File: src/rtl/vga_timing_pkg.sv
// vga_timing_pkg
//   Shared raster timing constants for the sync generator and the colour
//   stage: the 640x480 default porch/sync widths, the derived line/frame
//   totals, the sync window bounds and the visible extent (MAX_X/MAX_Y).
//   Also provides a small window-compare helper used by the sync decode.
package vga_timing_pkg;

    localparam int CNT_W = 10;

    localparam int DEF_H_DISPLAY = 640;
    localparam int DEF_H_FRONT   = 16;
    localparam int DEF_H_SYNC    = 96;
    localparam int DEF_H_BACK    = 48;
    localparam int DEF_V_DISPLAY = 480;
    localparam int DEF_V_FRONT   = 10;
    localparam int DEF_V_SYNC    = 2;
    localparam int DEF_V_BACK    = 33;
    localparam int DEF_CLK_DIV   = 2;

    localparam int DEF_H_TOTAL = DEF_H_DISPLAY + DEF_H_FRONT + DEF_H_SYNC + DEF_H_BACK;
    localparam int DEF_V_TOTAL = DEF_V_DISPLAY + DEF_V_FRONT + DEF_V_SYNC + DEF_V_BACK;

    localparam int DEF_H_SYNC_START = DEF_H_DISPLAY + DEF_H_FRONT;
    localparam int DEF_H_SYNC_END   = DEF_H_SYNC_START + DEF_H_SYNC - 1;
    localparam int DEF_V_SYNC_START = DEF_V_DISPLAY + DEF_V_FRONT;
    localparam int DEF_V_SYNC_END   = DEF_V_SYNC_START + DEF_V_SYNC - 1;

    // Visible extent as seen by the colour stage.
    localparam int MAX_X = DEF_H_DISPLAY;
    localparam int MAX_Y = DEF_V_DISPLAY;

    // True when v lies in the inclusive range [lo, hi].
    function automatic logic in_window(input logic [CNT_W-1:0] v, input int lo, input int hi);
        return (int'(v) >= lo) && (int'(v) <= hi);
    endfunction

endpackage

File: src/rtl/vga_sync_if.sv
// vga_sync_if
//   Raster bundle from the sync generator (master) to the colour stage and
//   monitor connector (slave).
//     p_tick    : one-clk pulse per pixel period
//     pixel_x/y : current raster position
//     video_on  : inside the visible region
//     hsync     : horizontal sync, active-low
//     vsync     : vertical sync, active-low
//     frame_end : one-clk pulse on the tick that wraps the frame
interface vga_sync_if;
    import vga_timing_pkg::*;

    logic             p_tick;
    logic [CNT_W-1:0] pixel_x;
    logic [CNT_W-1:0] pixel_y;
    logic             video_on;
    logic             hsync;
    logic             vsync;
    logic             frame_end;

    modport master (output p_tick, pixel_x, pixel_y, video_on, hsync, vsync, frame_end);
    modport slave  (input  p_tick, pixel_x, pixel_y, video_on, hsync, vsync, frame_end);
endinterface

File: src/rtl/vga_pixel_tick.sv
// vga_pixel_tick
//   Clock-enable divider: p_tick is a registered one-clk pulse every CLK_DIV
//   system clocks. After reset release the first pulse appears CLK_DIV clocks
//   later; with CLK_DIV=1 the pulse is constantly high from the first clock.
//   Ports: clk, rst (async, active-high), p_tick (out).
module vga_pixel_tick #(
    parameter int CLK_DIV = 2
) (
    input  logic clk,
    input  logic rst,
    output logic p_tick
);
    localparam int DIV_W = (CLK_DIV > 1) ? $clog2(CLK_DIV) : 1;
    localparam logic [DIV_W-1:0] DIV_LAST = DIV_W'(CLK_DIV - 1);

    logic [DIV_W-1:0] div_reg;
    logic [DIV_W-1:0] div_next;
    logic             p_tick_reg;

    generate
        if (CLK_DIV < 1) begin : g_bad_div
            $error("vga_pixel_tick: CLK_DIV must be at least 1");
        end
    endgenerate

    always_comb begin
        div_next = (div_reg == DIV_LAST) ? '0 : div_reg + 1'b1;
    end

    // The pulse is registered from the terminal divider count, so it lands
    // one clock after the divider reaches CLK_DIV-1.
    always_ff @(posedge clk or posedge rst) begin
        if (rst) begin
            div_reg    <= '0;
            p_tick_reg <= 1'b0;
        end else begin
            div_reg    <= div_next;
            p_tick_reg <= (div_reg == DIV_LAST);
        end
    end

    assign p_tick = p_tick_reg;
endmodule

File: src/rtl/vga_sync.sv
// vga_sync
//   Raster timing generator. Divides clk to the pixel rate, sweeps pixel_x
//   over 0..H_TOTAL-1 and pixel_y over 0..V_TOTAL-1 (blanking included) and
//   decodes video_on, hsync/vsync (active-low) and a frame_end pulse.
//   Ports: clk, rst (async, active-high), vga (vga_sync_if.master).
module vga_sync
    import vga_timing_pkg::*;
#(
    parameter int H_DISPLAY = DEF_H_DISPLAY,
    parameter int H_FRONT   = DEF_H_FRONT,
    parameter int H_SYNC    = DEF_H_SYNC,
    parameter int H_BACK    = DEF_H_BACK,
    parameter int V_DISPLAY = DEF_V_DISPLAY,
    parameter int V_FRONT   = DEF_V_FRONT,
    parameter int V_SYNC    = DEF_V_SYNC,
    parameter int V_BACK    = DEF_V_BACK,
    parameter int CLK_DIV   = DEF_CLK_DIV
) (
    input logic        clk,
    input logic        rst,
    vga_sync_if.master vga
);
    localparam int H_TOTAL      = H_DISPLAY + H_FRONT + H_SYNC + H_BACK;
    localparam int V_TOTAL      = V_DISPLAY + V_FRONT + V_SYNC + V_BACK;
    localparam int H_SYNC_START = H_DISPLAY + H_FRONT;
    localparam int H_SYNC_END   = H_SYNC_START + H_SYNC - 1;
    localparam int V_SYNC_START = V_DISPLAY + V_FRONT;
    localparam int V_SYNC_END   = V_SYNC_START + V_SYNC - 1;

    localparam logic [CNT_W-1:0] H_LAST = CNT_W'(H_TOTAL - 1);
    localparam logic [CNT_W-1:0] V_LAST = CNT_W'(V_TOTAL - 1);

    generate
        if (H_TOTAL > (1 << CNT_W) || V_TOTAL > (1 << CNT_W)) begin : g_bad_total
            $error("vga_sync: H_TOTAL/V_TOTAL exceed the 10-bit counter range");
        end
    endgenerate

    logic             p_tick;
    logic [CNT_W-1:0] x_reg, x_next;
    logic [CNT_W-1:0] y_reg, y_next;
    logic             hsync_reg, hsync_next;
    logic             vsync_reg, vsync_next;
    logic             frame_end_reg, frame_end_next;

    vga_pixel_tick #(
        .CLK_DIV (CLK_DIV)
    ) u_tick (
        .clk    (clk),
        .rst    (rst),
        .p_tick (p_tick)
    );

    always_comb begin
        x_next         = x_reg;
        y_next         = y_reg;
        frame_end_next = 1'b0;
        if (p_tick) begin
            if (x_reg == H_LAST) begin
                x_next = '0;
                if (y_reg == V_LAST) begin
                    y_next         = '0;
                    frame_end_next = 1'b1;
                end else begin
                    y_next = y_reg + 1'b1;
                end
            end else begin
                x_next = x_reg + 1'b1;
            end
        end
        // Decoded from the next-state counters so the registered syncs line
        // up with the registered position they describe.
        hsync_next = !in_window(x_next, H_SYNC_START, H_SYNC_END);
        vsync_next = !in_window(y_next, V_SYNC_START, V_SYNC_END);
    end

    always_ff @(posedge clk or posedge rst) begin
        if (rst) begin
            x_reg         <= '0;
            y_reg         <= '0;
            hsync_reg     <= 1'b1;
            vsync_reg     <= 1'b1;
            frame_end_reg <= 1'b0;
        end else begin
            x_reg         <= x_next;
            y_reg         <= y_next;
            hsync_reg     <= hsync_next;
            vsync_reg     <= vsync_next;
            frame_end_reg <= frame_end_next;
        end
    end

    assign vga.p_tick    = p_tick;
    assign vga.pixel_x   = x_reg;
    assign vga.pixel_y   = y_reg;
    assign vga.video_on  = (int'(x_reg) < H_DISPLAY) && (int'(y_reg) < V_DISPLAY);
    assign vga.hsync     = hsync_reg;
    assign vga.vsync     = vsync_reg;
    assign vga.frame_end = frame_end_reg;
endmodule
File: src/flat_wrapper.sv
// flat-port wrapper written by rule: the top's interface ports become plain ports
module vga_sync_flat import vga_timing_pkg::*;
#(
    parameter int H_DISPLAY = DEF_H_DISPLAY,
    parameter int H_FRONT   = DEF_H_FRONT,
    parameter int H_SYNC    = DEF_H_SYNC,
    parameter int H_BACK    = DEF_H_BACK,
    parameter int V_DISPLAY = DEF_V_DISPLAY,
    parameter int V_FRONT   = DEF_V_FRONT,
    parameter int V_SYNC    = DEF_V_SYNC,
    parameter int V_BACK    = DEF_V_BACK,
    parameter int CLK_DIV   = DEF_CLK_DIV
)
  (clk, rst, vga_p_tick, vga_pixel_x, vga_pixel_y, vga_video_on, vga_hsync, vga_vsync, vga_frame_end);
  vga_sync_if vga_i ();
  input logic clk;
  input logic rst;
  output wire logic [$bits(vga_i.p_tick)-1:0] vga_p_tick;
  output wire logic [$bits(vga_i.pixel_x)-1:0] vga_pixel_x;
  output wire logic [$bits(vga_i.pixel_y)-1:0] vga_pixel_y;
  output wire logic [$bits(vga_i.video_on)-1:0] vga_video_on;
  output wire logic [$bits(vga_i.hsync)-1:0] vga_hsync;
  output wire logic [$bits(vga_i.vsync)-1:0] vga_vsync;
  output wire logic [$bits(vga_i.frame_end)-1:0] vga_frame_end;
  assign vga_p_tick = vga_i.p_tick;
  assign vga_pixel_x = vga_i.pixel_x;
  assign vga_pixel_y = vga_i.pixel_y;
  assign vga_video_on = vga_i.video_on;
  assign vga_hsync = vga_i.hsync;
  assign vga_vsync = vga_i.vsync;
  assign vga_frame_end = vga_i.frame_end;
  vga_sync #(.H_DISPLAY(H_DISPLAY), .H_FRONT(H_FRONT), .H_SYNC(H_SYNC), .H_BACK(H_BACK), .V_DISPLAY(V_DISPLAY), .V_FRONT(V_FRONT), .V_SYNC(V_SYNC), .V_BACK(V_BACK), .CLK_DIV(CLK_DIV)) u_core (.clk(clk), .rst(rst), .vga(vga_i));
endmodule
File: config.mk
export PLATFORM = sky130hd
export DESIGN_NAME = vga_sync_flat
export DESIGN_NICKNAME = d
export VERILOG_FILES = /design/src/rtl/vga_timing_pkg.sv /design/src/rtl/vga_sync_if.sv /design/src/rtl/vga_pixel_tick.sv /design/src/rtl/vga_sync.sv /design/src/flat_wrapper.sv
export SDC_FILE = /design/constraint.sdc
export NUM_CORES = 1
export LEC_CHECK = 0
export CORE_MARGIN = 5
export CORE_UTILIZATION = 51
export CTS_CLUSTER_SIZE = 28
export DETAILED_ROUTE_END_ITERATION = 16
export PLACE_DENSITY = 0.78
export SLEW_MARGIN = 20
export SYNTH_ARGS = -nofsm -noshare
export SYNTH_HDL_FRONTEND = slang
export SYNTH_SLANG_ARGS = --single-unit
File: constraint.sdc
create_clock -name clk -period 2.9 [get_ports clk]
set_clock_uncertainty 0.05 [all_clocks]
set_input_delay 0.58 -clock clk [delete_from_list [all_inputs] [get_ports clk]]
set_output_delay 0.58 -clock clk [all_outputs]
set_load 0.1 [all_outputs]
==> results.yml, run 1 <==
setup_path:
  path_common_cell: "sky130_fd_sc_hd__or4_1"
  kind_of_launch_point_of_the_worst_setup_path: "flip-flop"
  worstReg2RegStart: "u_core.vga.pixel_x[6]"
  critical_setup_path_class: "flip-flop to flip-flop"
  critical_path.max_fanout: 7
  timing.rr.end: "u_core.vga.vsync"
  worst_path_max_delay_cell: "sky130_fd_sc_hd__or4_1"
  critPathCaptureType: "flip-flop"
  crit_path_start: "u_core.vga.pixel_x[6]"
  endpoint: "u_core.vga.vsync"
  arrival_ns: 2.58
  critPathRequiredTime_ns: 3.09
  worst-path-stages: 5
  cp_num_buf_inv: 0
  r2r_setup_slack_ns: 0.52
  critical_path.max_stage_delay_ns: 0.55
  cp_cell_sequence: "or3b_1 -> or4_1 -> o21ai_2 -> nand4b_1 -> or4_1"
  critPathTopFamily: "simple AND/OR/NAND/NOR gates"
  ff2ff_path_depth: 5
pwr:
  power.ir.vdd_worst_uv: 249
  p_per_area_mw_per_mm2: 304
  p_leak_nw: 0.738
detailed_routing:
  drt_pre_antenna_iters: 4
  route.antenna.remaining_nets: 0
  first_iter_violations: 41
  dr_total_vias: 1207
  totalWireLength_um: 3240
  route.detailed.wl_per_inst_um: 15.6
  vias_cell: 5.80
  detail_route.drc_violations: 0
finish:
  area_delta_synth_final_pct: 16.3
  drive_gt1_share_pct: 26.6
  most_frequent_standard_cell_in_the_layout_excluding_fill_and_tap_cells: "sky130_fd_sc_hd__buf_4"
  fill_cells: 234
  layout.nets: 183
  layout.cells.most_common_list: "sky130_fd_sc_hd__buf_4, sky130_fd_sc_hd__dfrtp_1, sky130_fd_sc_hd__nand2_1, sky130_fd_sc_hd__nor2_1, sky130_fd_sc_hd__o21ai_0"
  finish.cell_count_without_fillers: 208
  n_antenna_cell: 0
logic_synthesis:
  syn_area_mm2: 0.00144
  proportion_of_synthesized_chip_area_in_sequential_cells_pct: 43.7
  synthesis.area_per_instance_um2: 9.59
  synth.distinct_cells: 43
  synth_ff_type: "sky130_fd_sc_hd__dfrtp_1"
  post_synth_main_area_contributors: "sky130_fd_sc_hd__dfrtp_1, sky130_fd_sc_hd__xnor2_1, sky130_fd_sc_hd__dfstp_2"
  synth_area_leader_cell: "sky130_fd_sc_hd__dfrtp_1"
  synth_top_area_share_pct: 40.0
  count_of_flip_flops_with_a_built_in_enable_after_synthesis: 0
  mappedNetlistNets: 155
  warning_count_from_the_yosys_run: 0
  synth-seq-cells: 25
  synthesis.instances: 150
  async_reset_ff_share_pct: 100
flow_run:
  max_cap_violations: 0
sta:
  final-max-slew-violation-count: 0
  finalHoldWorstSlack_ns: 0.342
  worst_slew_pin_slew_ns: 0.564
  setup_viol: 0
  period_utilization_pct: 82.2
  setup_tns_ns: 0
  time_the_final_worst_path_needs_with_i_o_delays_and_setup_ns: 2.38
  maxClockFrequency_mhz: 420
  max_slew_margin_pct: 61.9
  timing.final.hold_violations: 0
  grt_setup_unrepaired: "no"
clock_network:
  ctsHtreeMaxLevel: 1
  number_of_buffers_created_by_cts: 3
  post_cts_resize_count: 0
  clock_tree.buffer_depth: 2
  clock_latency_ns: 0.31
  post-cts-setup-buffers: 0
  cts_tree: "done"
  path_clk_slew_ns: 0.13
  cts-root-buf: "sky130_fd_sc_hd__clkbuf_4"
  clock_sink_count: 25
  hold_buffers: 0
hold_path:
  timing.hold.worst.class: "flip-flop to flip-flop"
global_route:
  first_global_vias: 1191
  grt_antenna_before_repair: 0
  grt-ovfl-total: 0
  grt_pass1_wl_um: 5660
  grt_use_total_pct: 17.3
  grt_start_max_net_pins: 16
place:
  placed_cells_incl_taps: 204
  finalWeightedCongestion: 0.938
  portBuffers: 26
  dpl_wire_length_um: 2480
die:
  rows: 19
  fp.dieArea_mm2: 0.00398
  initial_core_util_pct: 52.6
  die_width_um: 63.1
  die_y_um: 63.1
  core-area_mm2: 0.00273
  num_io_pins: 27
status:
  outcome: "finished, final reports clean"
routing by layer:
metal	track usage (%)	vias to the layer above	wire, um
li1	-	602	-
met5	0	-	0
met4	4.77	0	20
met1	21.2	577	1420
met2	31.2	26	1690
met3	2.66	2	113
worst min-delay path by stage:
stage,startpoint,endpoint,slack [ns],cells after the start
after floorplan,u_core.u_tick.div_reg,u_core.u_tick.p_tick,0.30,0
after global routing,u_core.u_tick.div_reg,u_core.u_tick.p_tick,0.37,0
after global placement,u_core.u_tick.div_reg,u_core.u_tick.p_tick,0.31,0
final,u_core.u_tick.div_reg,u_core.u_tick.p_tick,0.34,0
after CTS,u_core.u_tick.div_reg,u_core.u_tick.p_tick,0.35,0
after detailed placement,u_core.u_tick.div_reg,u_core.u_tick.p_tick,0.32,0
stage by stage:
step | instance area (um^2) | setup slack, ns | util, % | total power [mW]
6_report | 1670 | 0.516 | 61.2 | 0.508
5_1_grt | 1670 | 0.318 | 61.2 | 0.543
4_1_cts | 1670 | 0.527 | 61.2 | 0.516
3_5_place_dp | 1650 | 0.545 | 60.2 | 0.365
3_3_place_gp | 1650 | 0.593 | 60.2 | 0.364
2_1_floorplan | 1440 | 0.0673 | - | 0.360
report_power, final:
group          total [mW]  leakage [nW]  switching (mW)  internal [mW]
combinational     0.00912         0.399         0.00698        0.00214
sequential          0.349         0.325               0          0.349
clock               0.150        0.0150          0.0967         0.0536
cell families (layout without fill, tap and decap cells):
logic type	count (synthesis)	in the layout	share of synthesized area [%]
flip-flops	25	25	43.7
buffers and inverters	16	43	7.04
adder cells (fa/ha/maj)	3	3	2.61
AO/OA/AOI/OAI	24	24	10.3
multiplexers	2	2	1.48
XOR/XNOR	11	11	6.70
AND/OR/NAND/NOR	69	69	28.2
cell usage after synthesis, types with 3 or more instances:
cell type                   n
sky130_fd_sc_hd__nand4b_1   4
sky130_fd_sc_hd__dfrtp_1   23
sky130_fd_sc_hd__xor2_1     4
sky130_fd_sc_hd__a21oi_1    3
sky130_fd_sc_hd__nand4_1    7
sky130_fd_sc_hd__xnor2_1    7
sky130_fd_sc_hd__o21ai_0    9
sky130_fd_sc_hd__nor4_1     3
sky130_fd_sc_hd__a31oi_1    5
sky130_fd_sc_hd__inv_1      8
sky130_fd_sc_hd__ha_1       3
sky130_fd_sc_hd__or4_1      3
sky130_fd_sc_hd__nor2_1    13
sky130_fd_sc_hd__buf_6      4
sky130_fd_sc_hd__nand2_1   12
sky130_fd_sc_hd__nand3_1    5
sky130_fd_sc_hd__nor3_1     6
final cells by class:
class	instances	area (um^2)	share of cell area, %
Multi-Input combinational cell	109	712	42.6
Sequential cell	25	631	37.7
Timing Repair Buffer	31	235	14.1
Tap cell	31	38.8	2.32
Inverter	8	30.0	1.80
Clock buffer	4	26.3	1.57
Note: power is estimated with default switching activity, not from simulation.
==> inputs of run 2 (changes only) <==
Settings changed: CORE_UTILIZATION 51 to 46, PLACE_DENSITY 0.78 to 0.75.
Clock period 2.9 ns to 1.96 ns, I/O delays scaled along.
==> run 2 against run 1 <==
The run now ends with negative setup slack left. Total power rose by 51%. Sequential share of layout area fell by 10 points. Highest routed layer unchanged. Critical path depth did not move. Via count rose by 23%. Critical path type unchanged. Clock-buffer cell count fell by 1. Global-route usage rose by 4.4 points. Cell count rose by 24%. Largest power group unchanged. Core utilization rose by 20 points. Flip-flop and latch count did not move. Clock power rose by 58%.
==> results.yml, run 2 (synthesis results as in run 1) <==
status:
  outcome: "finished with violations"
  violations_in_the_final_reports: "negative setup slack"
finish:
  n_antenna_cell: 0
  final_area_mm2: 0.00246
  layout.nets: 220
  finish.utilization_pct: 81.4
  finish.cell_count_without_fillers: 258
  most_frequent_standard_cell_in_the_layout_excluding_fill_and_tap_cells: "sky130_fd_sc_hd__buf_4"
  multi_input_gate_area_um2: 853
  fill_cells: 165
  drive_gt1_share_pct: 56.5
  layout.cells.most_common_list: "sky130_fd_sc_hd__buf_4, sky130_fd_sc_hd__buf_12, sky130_fd_sc_hd__nor2_1, sky130_fd_sc_hd__dfrtp_4, sky130_fd_sc_hd__nand2_1"
  area_delta_synth_final_pct: 71.2
  register_area_um2: 681
die:
  core-area_mm2: 0.00303
  fp.dieArea_mm2: 0.00435
  initial_core_util_pct: 47.5
  num_io_pins: 27
  die_width_um: 65.9
  rows: 20
  die_y_um: 65.9
setup_path:
  critical_path.max_fanout: 3
  critPathCaptureType: "flip-flop"
  cp_cell_sequence: "or3b_4 -> or4_4 -> o21ai_2 -> nand4b_1 -> or4_1"
  worst_path_max_delay_cell: "sky130_fd_sc_hd__dfrtp_4"
  kind_of_launch_point_of_the_worst_setup_path: "flip-flop"
  critPathTopFamily: "simple AND/OR/NAND/NOR gates"
  cp_num_buf_inv: 0
  critical_path.max_stage_delay_ns: 0.50
  critical_setup_path_class: "flip-flop to flip-flop"
  arrival_ns: 2.40
  critPathRequiredTime_ns: 2.16
sta:
  grt_setup_unrepaired: "yes"
  max_slew_margin_pct: 77.0
  timing.final.ws_setup_ns: -0.237
  timing.final.hold_violations: 0
  period_utilization_pct: 112
  time_the_final_worst_path_needs_with_i_o_delays_and_setup_ns: 2.20
  final-max-slew-violation-count: 0
  worst_slew_pin_slew_ns: 0.342
  maxClockFrequency_mhz: 455
  setup_viol: 5
pwr:
  p_per_area_mw_per_mm2: 311
  fin_total_pwr_mw: 0.766
  p_leak_nw: 1.07
  power.ir.vdd_worst_uv: 440
global_route:
  grt_use_total_pct: 21.7
  grt_antenna_before_repair: 0
  grt_pass1_wl_um: 7260
  grt_start_max_net_pins: 26
  grt-ovfl-total: 0
  first_global_vias: 1472
clock_network:
  clock_latency_ns: 0.33
  cts_tree: "done"
  clock_sink_count: 25
  cts-root-buf: "sky130_fd_sc_hd__clkbuf_4"
  path_clk_slew_ns: 0.14
  ctsHtreeMaxLevel: 1
  number_of_buffers_created_by_cts: 3
  clock_tree.buffer_depth: 2
detailed_routing:
  dr_total_vias: 1482
  wl_met2_um: 2410
  wl_met3_um: 222
  topRoutingLayerUsed: "met4"
  met1Wirelength_um: 1750
  route.detailed.wl_per_inst_um: 17.5
  vias_cell: 5.74
  detail_route.drc_violations: 0
  totalWireLength_um: 4510
  route.antenna.remaining_nets: 0
  drt_pre_antenna_iters: 6
  first_iter_violations: 192
place:
  finalWeightedCongestion: 0.940
  dp_worst_setup_slack_ns: -0.173
  placed_cells_incl_taps: 248
  portBuffers: 26
  dpl_wire_length_um: 3110
  placedInstanceArea_mm2: 0.00228
hold_path:
  timing.hold.worst.class: "input port to asynchronous set/reset pin"
flow_run:
  max_cap_violations: 0
run 2: where the power goes:
group          switching [mW]  internal (mW)
clock                   0.160         0.0766
combinational          0.0103        0.00319
sequential                  0          0.516
total                   0.170          0.595
run 2: layout make-up:
cell class / count / share of cell area (%)
well taps: 44 / 2.23
clock inverters: 1 / 0.203
repair buffers: 68 / 33.2
multi-input cells: 109 / 34.6
flip-flops and latches: 25 / 27.6
clock buffers: 3 / 0.914
inverters: 8 / 1.22
run 2: metrics by stage:
step	TNS [ns]	hold slack, ns
2_1_floorplan	-2.14	0.304
3_5_place_dp	-1.04	0.325
3_3_place_gp	-0.271	0.310
6_report	-0.579	0.343
4_1_cts	-0.608	0.344
5_1_grt	-1.17	0.373
run 2: final timing paths:
path	start	endpoint	slack [ns]	depth (start not counted)
worst min-delay path	rst	u_core.vga.pixel_y[1]	0.34	3
min in group clk	u_core.u_tick.div_reg	u_core.u_tick.p_tick	0.35	0
max in group asynchronous	rst	u_core.vga.hsync	1.22	3
worst max-delay path	u_core.vga.pixel_x[7]	u_core.vga.vsync	-0.24	5
worst min register to register	u_core.u_tick.div_reg	u_core.u_tick.p_tick	0.35	0
worst max register to register	u_core.vga.pixel_x[7]	u_core.vga.vsync	-0.24	5
run 2: metal layers:
layer | GRT usage (%) | vias up
li1 | - | 675
met1 | 25.5 | 715
met2 | 39.4 | 73
met3 | 3.23 | 19
met4 | 8.38 | 0
met5 | 0 | -
run 2: timing repair:
item | in CTS | in global routing
hold buffers | 0 | 0
gates resized for setup | 12 | 16
setup buffers | 2 | 5
pin swaps | 4 | 6
endpoints found under the setup margin | 10 | 13
run 2: worst min-delay path: cells and delay by family:
kind,cells,cell delay (ns)
buffers and inverters,3,0.75
